==> src/rtl/fb_write_queue_pkg.sv <==
// Shared framebuffer write types and default widths.
// Used by fb_write_queue (configurable with FB_WQ_COALESCE_EN) and the framebuffer stage.
package fb_pkg;

    localparam int FB_ADDR_WIDTH = 24;
    localparam int FB_DATA_WIDTH = 32;

    // One queued pixel write: destination address plus colour data.
    typedef struct packed {
        logic [FB_ADDR_WIDTH-1:0] addr;
        logic [FB_DATA_WIDTH-1:0] data;
    } fb_wr_t;

endpackage

==> src/rtl/fb_write_queue_if.sv <==
// Memory-side valid/ready write bus of fb_write_queue.
// The queue is the master; the memory interconnect is the slave.
interface fb_write_queue_if #(
    parameter int ADDR_WIDTH = fb_pkg::FB_ADDR_WIDTH,
    parameter int DATA_WIDTH = fb_pkg::FB_DATA_WIDTH
) ();
    import fb_pkg::*;

    logic                  o_mem_valid;
    logic                  i_mem_ready;
    logic [ADDR_WIDTH-1:0] o_mem_addr;
    logic [DATA_WIDTH-1:0] o_mem_wdata;

    modport master (
        output o_mem_valid,
        output o_mem_addr,
        output o_mem_wdata,
        input  i_mem_ready
    );

    modport slave (
        input  o_mem_valid,
        input  o_mem_addr,
        input  o_mem_wdata,
        output i_mem_ready
    );

endinterface

==> src/rtl/fb_write_queue_mem.sv <==
// Entry storage for fb_write_queue: DEPTH x fb_wr_t register array with
// one synchronous write port and one asynchronous read port at the head.
module fb_wq_mem
    import fb_pkg::*;
#(
    parameter  int DEPTH = 16,
    localparam int PTR_W = $clog2(DEPTH)
) (
    input  logic             clk,
    input  logic             we,
    input  logic [PTR_W-1:0] wr_idx,
    input  fb_wr_t           wr_entry,
    input  logic [PTR_W-1:0] rd_idx,
    output fb_wr_t           rd_entry
);

    fb_wr_t mem [DEPTH];

    // Entries need no reset: the occupancy counter decides what is valid.
    always_ff @(posedge clk) begin
        if (we) begin
            mem[wr_idx] <= wr_entry;
        end
    end

    assign rd_entry = mem[rd_idx];

endmodule

==> src/rtl/fb_write_queue.sv <==
// Framebuffer write queue: buffers un-backpressured pixel writes and issues
// them in order over a valid/ready bus, flagging dropped writes as overflow.
// Optional feature macro FB_WQ_COALESCE_EN: a write to the same address as the
// youngest queued entry (when that entry is not the head) overwrites its data.
// ADDR_WIDTH/DATA_WIDTH must match the fb_pkg widths used by fb_wr_t.
module fb_write_queue
    import fb_pkg::*;
#(
    parameter  int ADDR_WIDTH         = FB_ADDR_WIDTH,
    parameter  int DATA_WIDTH         = FB_DATA_WIDTH,
    parameter  int DEPTH              = 16,
    parameter  int ALMOST_FULL_MARGIN = 2,
    localparam int PTR_W              = $clog2(DEPTH),
    localparam int LVL_W              = $clog2(DEPTH) + 1
) (
    input  logic                  clk,
    input  logic                  rst,
    input  logic                  i_wr_req,
    input  logic [ADDR_WIDTH-1:0] i_wr_addr,
    input  logic [DATA_WIDTH-1:0] i_wr_data,
    output logic                  o_almost_full,
    fb_write_queue_if.master      mem_bus,
    output logic [LVL_W-1:0]      o_level,
    output logic                  o_overflow,
    output logic                  o_idle
);

    localparam logic [LVL_W-1:0] DEPTH_L  = LVL_W'(DEPTH);
    localparam logic [LVL_W-1:0] MARGIN_L = LVL_W'(ALMOST_FULL_MARGIN);

    logic [PTR_W-1:0] head_ptr;
    logic [PTR_W-1:0] tail_ptr;
    logic [PTR_W-1:0] wr_idx;
    logic [LVL_W-1:0] level;
    logic [LVL_W-1:0] level_next;
    logic             overflow_q;
    logic             almost_full_q;
    logic             pop;
    logic             push;
    logic             drop;
    logic             coalesce;
    logic             mem_we;
    fb_wr_t           wr_entry;
    fb_wr_t           head_entry;

    assign pop = (level != '0) && mem_bus.i_mem_ready;

`ifdef FB_WQ_COALESCE_EN
    logic [ADDR_WIDTH-1:0] last_addr;

    // Remember the address of the youngest entry; it stays in the queue while level>=1.
    always_ff @(posedge clk) begin
        if (rst) begin
            last_addr <= '0;
        end else if (push) begin
            last_addr <= i_wr_addr;
        end
    end

    // Merge only when the youngest entry is not the head, so the presented head never changes.
    assign coalesce = i_wr_req && (level >= LVL_W'(2)) && (i_wr_addr == last_addr);
`else
    assign coalesce = 1'b0;
`endif

    // A full queue still accepts a write when the head leaves in the same cycle.
    assign push = i_wr_req && !coalesce && ((level != DEPTH_L) || pop);
    assign drop = i_wr_req && !coalesce && (level == DEPTH_L) && !pop;

    // Pick the storage write: a fresh slot at the tail, or the youngest slot when merging.
    always_comb begin
        mem_we        = push || coalesce;
        wr_idx        = tail_ptr;
        wr_entry.addr = i_wr_addr;
        wr_entry.data = i_wr_data;
        if (coalesce) begin
            wr_idx = tail_ptr - PTR_W'(1);
        end
    end

    // Occupancy after this cycle's push and pop.
    always_comb begin
        level_next = level + LVL_W'(push) - LVL_W'(pop);
    end

    // Pointers, occupancy and flags; reset throws away all queued entries.
    always_ff @(posedge clk) begin
        if (rst) begin
            head_ptr      <= '0;
            tail_ptr      <= '0;
            level         <= '0;
            overflow_q    <= 1'b0;
            almost_full_q <= 1'b0;
        end else begin
            if (push) begin
                tail_ptr <= tail_ptr + PTR_W'(1);
            end
            if (pop) begin
                head_ptr <= head_ptr + PTR_W'(1);
            end
            if (drop) begin
                overflow_q <= 1'b1;
            end
            level         <= level_next;
            almost_full_q <= (DEPTH_L - level_next) <= MARGIN_L;
        end
    end

    fb_wq_mem #(
        .DEPTH (DEPTH)
    ) u_mem (
        .clk      (clk),
        .we       (mem_we),
        .wr_idx   (wr_idx),
        .wr_entry (wr_entry),
        .rd_idx   (head_ptr),
        .rd_entry (head_entry)
    );

    // Head is presented whenever anything is queued; address/data read as zero when empty.
    always_comb begin
        mem_bus.o_mem_valid = (level != '0);
        mem_bus.o_mem_addr  = '0;
        mem_bus.o_mem_wdata = '0;
        if (level != '0) begin
            mem_bus.o_mem_addr  = head_entry.addr;
            mem_bus.o_mem_wdata = head_entry.data;
        end
    end

    assign o_level       = level;
    assign o_overflow    = overflow_q;
    assign o_almost_full = almost_full_q;
    assign o_idle        = (level == '0) && !i_wr_req;

endmodule
==> src/flat_wrapper.sv <==
// flat-port wrapper written by rule: the top's interface ports become plain ports
module fb_write_queue_flat import fb_pkg::*;
#(
    parameter  int ADDR_WIDTH         = FB_ADDR_WIDTH,
    parameter  int DATA_WIDTH         = FB_DATA_WIDTH,
    parameter  int DEPTH              = 16,
    parameter  int ALMOST_FULL_MARGIN = 2,
    localparam int PTR_W              = $clog2(DEPTH),
    localparam int LVL_W              = $clog2(DEPTH) + 1
)
  (clk, rst, i_wr_req, i_wr_addr, i_wr_data, o_almost_full, o_level, o_overflow, o_idle, mem_bus_o_mem_valid, mem_bus_o_mem_addr, mem_bus_o_mem_wdata, mem_bus_i_mem_ready);
  fb_write_queue_if #(.ADDR_WIDTH(ADDR_WIDTH), .DATA_WIDTH(DATA_WIDTH)) mem_bus_i ();
  input  logic clk;
  input  logic rst;
  input  logic i_wr_req;
  input  logic [ADDR_WIDTH-1:0] i_wr_addr;
  input  logic [DATA_WIDTH-1:0] i_wr_data;
  output logic o_almost_full;
  output logic [LVL_W-1:0] o_level;
  output logic o_overflow;
  output logic o_idle;
  output wire logic [$bits(mem_bus_i.o_mem_valid)-1:0] mem_bus_o_mem_valid;
  output wire logic [$bits(mem_bus_i.o_mem_addr)-1:0] mem_bus_o_mem_addr;
  output wire logic [$bits(mem_bus_i.o_mem_wdata)-1:0] mem_bus_o_mem_wdata;
  input wire logic [$bits(mem_bus_i.i_mem_ready)-1:0] mem_bus_i_mem_ready;
  assign mem_bus_o_mem_valid = mem_bus_i.o_mem_valid;
  assign mem_bus_o_mem_addr = mem_bus_i.o_mem_addr;
  assign mem_bus_o_mem_wdata = mem_bus_i.o_mem_wdata;
  assign mem_bus_i.i_mem_ready = mem_bus_i_mem_ready;
  fb_write_queue #(.ADDR_WIDTH(ADDR_WIDTH), .DATA_WIDTH(DATA_WIDTH), .DEPTH(DEPTH), .ALMOST_FULL_MARGIN(ALMOST_FULL_MARGIN)) u_core (.clk(clk), .rst(rst), .i_wr_req(i_wr_req), .i_wr_addr(i_wr_addr), .i_wr_data(i_wr_data), .o_almost_full(o_almost_full), .mem_bus(mem_bus_i), .o_level(o_level), .o_overflow(o_overflow), .o_idle(o_idle));
endmodule
==> config.mk <==
export PLATFORM = sky130hd
export DESIGN_NAME = fb_write_queue_flat
export DESIGN_NICKNAME = d
export VERILOG_FILES = /design/src/rtl/fb_write_queue_pkg.sv /design/src/rtl/fb_write_queue_if.sv /design/src/rtl/fb_write_queue_mem.sv /design/src/rtl/fb_write_queue.sv /design/src/flat_wrapper.sv
export SDC_FILE = /design/constraint.sdc
export NUM_CORES = 1
export LEC_CHECK = 0
export BUFFER_PORTS_ARGS = -buffer_cell sky130_fd_sc_hd__buf_2
export CORE_ASPECT_RATIO = 1.25
export CORE_MARGIN = 2
export CORE_UTILIZATION = 50
export CTS_BUF_LIST = sky130_fd_sc_hd__clkbuf_8
export DETAILED_ROUTE_END_ITERATION = 8
export PLACE_DENSITY = 0.76
export RECOVER_POWER = 50
export SKIP_CTS_REPAIR_TIMING = 1
export SYNTH_ARGS = -nofsm -noshare
export SYNTH_HDL_FRONTEND = slang
export SYNTH_SLANG_ARGS = --single-unit
==> constraint.sdc <==
create_clock -name clk -period 6.4 [get_ports clk]
set_clock_uncertainty 0.05 [all_clocks]
set_input_delay 0.64 -clock clk [delete_from_list [all_inputs] [get_ports clk]]
set_output_delay 0.64 -clock clk [all_outputs]
set_load 0.01 [all_outputs]
### After elaboration in Yosys (flattened, before gate mapping)

Memory sizes are Yosys's and may differ from the RTL's. A register that Yosys moved wholly into a read port is not among the register bits.
Cells that the tools add are included.

* add/subtract/negate cells: 5
* order comparisons: 1
* equal/unequal tests: 2
* multiplexer cells: 6
* reduce and logical (&&, ||, !) cells: 10

Operator list (number)
* $mux W32: 1
* $mux W24: 1
* $add A4 B1 Y4 const B: 2
* $mux W4: 2
* $add A5 B1 Y5: 1
* $eq A5 B5 Y1 const B: 1
* $le A5 B2 Y1 const B: 1
* $logic_and A1 B1 Y1: 5
* $logic_not A5 Y1: 1
* $ne A5 B5 Y1 const B: 1
* $reduce_bool A5 Y1: 1
* $sub A5 B1 Y5: 1
* $sub A5 B5 Y5 const A: 1
* $logic_not A1 Y1: 2
* $mux W1: 2
* $logic_or A1 B1 Y1: 1

* bits in registers: 15
* bits in writable memories: 896
* bits of input ports: 60
* output and inout bits: 65
* logic and storage cells: 30
* memories: 1

Memories
* u_core.u_mem.mem: depth 16, bits a word 56, read ports 1, clocked after memory_dff 1, write ports 1, line fb_write_queue_mem.sv:17 `fb_wr_t mem [DEPTH];`

### Longest topological paths before layout

* word-level depth: 8
* gate-level depth with buffers: 14
* mapped depth without buffers: 13

### Hierarchy

A second synthesis with hierarchy kept.

* cells, all modules: 1543
* area total of the unflattened synthesis: 34813.4 um2

Modules (own cells, without submodules)
* fb_wq_mem: instances 1, cells each 1389, area an instance 33557.2 um2, seq. area each 26905.8 um2
* fb_write_queue: instances 1, cells each 154, area an instance 1256.2 um2, seq. area each 300.3 um2

### Least setup slack after synthesis

Ideal clock, no wire load.

* path kind: register to register
* start point: reg u_core.level[2], in the netlist u_core.o_level[2]
* end point: mem u_core.u_mem.mem[0][0] (netlist bit), enable pin
* library setup time: 0.539 ns
* arrival: 5.164 ns
* required time: 5.811 ns
* setup slack: 0.648 ns
* cell stages (with the launch flop): 8
* path buffers: 1
* clock period less this slack: 5.752 ns
* cells stage by stage: dfxtp_1 -> inv_1 -> ha_1 -> or3b_1 -> o21a_1 -> clkbuf_1 -> nand2_1 -> nor3_1

* cells in the longest elaborated chain, start to end: 6
* elaborated cells on any way between the ends: 7
* those cells by class: eq/ne: 1; mux: 2; reduce/logical: 4

Ends and longest elaborated chain
* start, declared: line fb_write_queue.sv:34 `logic [LVL_W-1:0] level;`
* start signal, assigned: line fb_write_queue.sv:104 `level <= level_next;`
* $reduce_bool A5 Y1: line fb_write_queue.sv:46 `assign pop = (level != '0) && mem_bus.i_mem_ready;`
* $logic_and A1 B1 Y1: line fb_write_queue.sv:46
* $logic_or A1 B1 Y1 (*): line fb_write_queue.sv:67 `assign push = i_wr_req && !coalesce && ((level != DEPTH_L) || pop);`
* $logic_and A1 B1 Y1 (*): line fb_write_queue.sv:67
* via u_core.mem_we: line fb_write_queue.sv:42 `logic mem_we;`
* $mux W1 (*): line fb_write_queue_mem.sv:21 `if (we) begin`
* $mux W1 (not written as such) (*): line fb_write_queue_mem.sv:22 `mem[wr_idx] <= wr_entry;`
* end, declared: line fb_write_queue_mem.sv:17

The timed path passes the listed nets; every way through them passes the cells marked *.

### Worst setup path in the final report

* start point: reg u_core.level[3], in the netlist u_core.o_level[3]
* end point: out mem_bus_o_mem_wdata[4]

* cells in the longest elaborated chain, start to end: 2

Ends and longest elaborated chain
* $reduce_bool A5 Y1: line fb_write_queue.sv:125 `if (level != '0) begin`
* $mux W32: line fb_write_queue.sv:125
* end, declared: line flat_wrapper.sv:24 `output wire logic [$bits(mem_bus_i.o_mem_wdata)-1:0] mem_bus_o_mem_wdata;`

Every way passes these cells.

==> results.sh <==
export IMPL_status="finished with violations"
export IMPL_violations="max-capacitance violations, max-slew violations"
export IMPL_path_class="reg -> out"
export IMPL_cp_top_family="simple AND/OR/NAND/NOR gates"
export IMPL_clk_latency_ps=780
export IMPL_cts_buffer_depth=3
export IMPL_die_area_sq_mm=0.0722
export IMPL_place_area_sq_mm=0.0367
export IMPL_routabilityCongestion=0.720
export IMPL_synth_edff_count=896
export IMPL_synth_fa_ha_area_frac=0.00486
export IMPL_p_leak_nw=11.9
export IMPL_rsz0062_at_grt="no"
export IMPL_grt_overflow_total=0
export IMPL_crit_chain="inv_1 > ha_1 > or4b_1 > nand2_2 > buf_4 > o22ai_1 > buf_2"
export IMPL_fmax_mhz=212
export IMPL_numCtsBuffers=135
export IMPL_required_ps=5710
export IMPL_ctsHtreeMaxLevel=4
export IMPL_drive_gt1_frac=0.279
export IMPL_wl_per_cell_um=26.5
export IMPL_path_buf_inv=3
export IMPL_drc=0
export IMPL_io_pins=125
export IMPL_p_total_w=0.0136
export IMPL_grt_pass1_wl_um=108000
export IMPL_coreArea_sq_mm=0.0695
export IMPL_grt_pass1_vias=17100
export IMPL_cap_violations=2
export IMPL_hold_path_class="in -> reg"
export IMPL_period_share=0.739
export IMPL_ctsRootBufferMaster="clkbuf_8"
export IMPL_layout_setup_ws_ps=1670
export IMPL_synthSimpleGateAreaFrac=0.00832
export IMPL_layout_nets=1785
export IMPL_yosysTopAreaCellShare=0.768
export IMPL_synth_cell_type_count=36
export IMPL_final_common_cell="edfxtp_1"
export IMPL_slowest_delay_ps=1010
export IMPL_placementRows=108
export IMPL_synth_area_sq_mm=0.0350
export IMPL_detailroute_via_count=16200
export IMPL_post_place_ws_ps=2530
export IMPL_synth_compound_area_frac=0.0129
export IMPL_via_per_inst=5.88
export IMPL_start_util=0.505
export IMPL_dr_pass1_iters=5
export IMPL_power_density_mw_per_mm2=349
export IMPL_ys_ff_latch=915
export IMPL_slew_violations=36
export IMPL_syn_avg_cell_area_sq_um=23.4
export IMPL_muxShareOfSynthArea=0.177
export IMPL_clk_pin_slew_worst_paths_ps=70
export IMPL_start_kind="register"
export IMPL_cts_sinks=915
export IMPL_relSlewSlack=-0.383
export IMPL_cp_slowest_cell="nand2_2"
export IMPL_path_max_fanout=36
export IMPL_antenna_left=0
export IMPL_setup_violations=0
export IMPL_post_dp_hpwl_um=37100
export IMPL_ys_seq_area_frac=0.779
export IMPL_mostFrequentLayoutCells="edfxtp_1 (896), mux4_2 (224), clkbuf_8 (141)"
export IMPL_cts_tree="done"
export IMPL_grt_max_degree=91
export IMPL_hold_viol_final=0
export IMPL_area_growth_pct=11.3
export IMPL_worstMarginPinSlew_ps=2070
export IMPL_arrival_ps=4040
export IMPL_period_minus_slack_ps=4730
export IMPL_synthCells=1497
export IMPL_post_route_util=0.562
export IMPL_antenna_found_initial=13
export IMPL_wl_um=72900
export IMPL_yosys_warnings=0
export IMPL_die_w_um=241
export IMPL_io_buffers=124
export IMPL_synth_largest_area_cell="edfxtp_1"
export IMPL_ys_async_sr_fraction=0
export IMPL_synth_nets=1570
export IMPL_final_cell_area_sq_mm=0.0390
export IMPL_ys_top_cells_by_area="edfxtp_1 (77%), mux4_2 (14%), mux2i_1 (3.3%)"
export IMPL_setup_tns_ps=0
export IMPL_drtIter0Drc=1457
export IMPL_peakVddDrop_mv=0.267
export IMPL_yosys_area_share_xor_xnor=0.00200
export IMPL_track_usage=0.207
export IMPL_ys_flop_type="edfxtp_1"
export IMPL_synth_top_family_by_area="multiplexers"
export IMPL_crit_path_end_kind="output pin"
export IMPL_fp_dieH_um=300
sequential cells by signal, indices dropped and copies added, names as in the netlist, named ones only:
| signal | count |
|---|---|
| u_core.head_ptr | 4 |
| u_core.tail_ptr | 4 |
| u_core.u_mem.mem | 896 |
| u_core.o_overflow | 1 |
| u_core.o_level | 5 |
| u_core.o_almost_full | 1 |
cells by family (layout without fill, tap and decap cells):
family,Yosys count,after routing
AOI/OAI and AO/OA,71,71
xor gates and xnor gates,8,8
adders and majority gates,13,13
buffers and inverters,91,404
DFF,915,915
muxes,338,338
other,0,3
and+or+nand+nor,61,61
final cells by class:
cell class | instances | area [sq um]
fill | 5073 | 30400
tap | 935 | 1170
antenna | 3 | 7.51
sequential | 915 | 27300
inverter | 10 | 37.5
clock buffer | 141 | 1940
timing repair buffer | 159 | 826
clock inverter | 94 | 467
multi-input combinational | 491 | 7260
worst paths after layout:
kind         slack (ps)  cells after the start                            endpoint                            from
max                1670                      7              mem_bus_o_mem_wdata[4]    u_core.o_level[3]$_SDFF_PP0_
min                 120                      3      u_core.o_overflow$_SDFFE_PP0P_                        i_wr_req
max reg2reg        2230                      6  u_core.u_mem.mem[11][24]$_DFFE_PP_    u_core.o_level[3]$_SDFF_PP0_
min reg2reg         430                      2      u_core.o_overflow$_SDFFE_PP0P_  u_core.o_overflow$_SDFFE_PP0P_
stage by stage:
step                std cells  hold slack, ps
finish                   2748             124
floorplan                1497             421
global placement         2510             404
global route             2747            87.1
detailed placement       2510             410
CTS                      2745            63.9
worst reg2reg max path, stage by stage (launching register included):
cell and delay, ps:
dfxtp_1 380, inv_1 100, ha_1 200, or3b_1 220, o211ai_1 280, nor2_1 1610, buf_4 870
power by group:
part	switching [W]	internal (W)
Clock	0.00213	0.00212
Combinational	0.00136	0.00114
Sequential	0.000117	0.00674
Total	0.00360	0.0100
cell usage after synthesis, types with 2 or more instances:
library cell and count:
and3_1 3, nand2_1 8, buf_2 35, mux4_2 224, nand3_1 5, inv_1 10, o22ai_1 57, ha_1 12
dfxtp_1 19, edfxtp_1 896, buf_1 2, clkbuf_1 14, xnor2_1 2, buf_6 25, buf_4 5, mux2i_1 114
xor2_1 6, nand2b_1 5, o21ai_0 2, a21oi_1 5, nor3_1 5, nor4_1 2, nor2_1 28
routing by layer:
metal	track usage	vias up	wire (um)
met4	0.0670	12	1680
met3	0.0496	144	4860
met2	0.345	581	37500
met1	0.271	8609	28900
li1	-	6815	-
met5	0	-	75
Power figures use the tool's default switching activity.
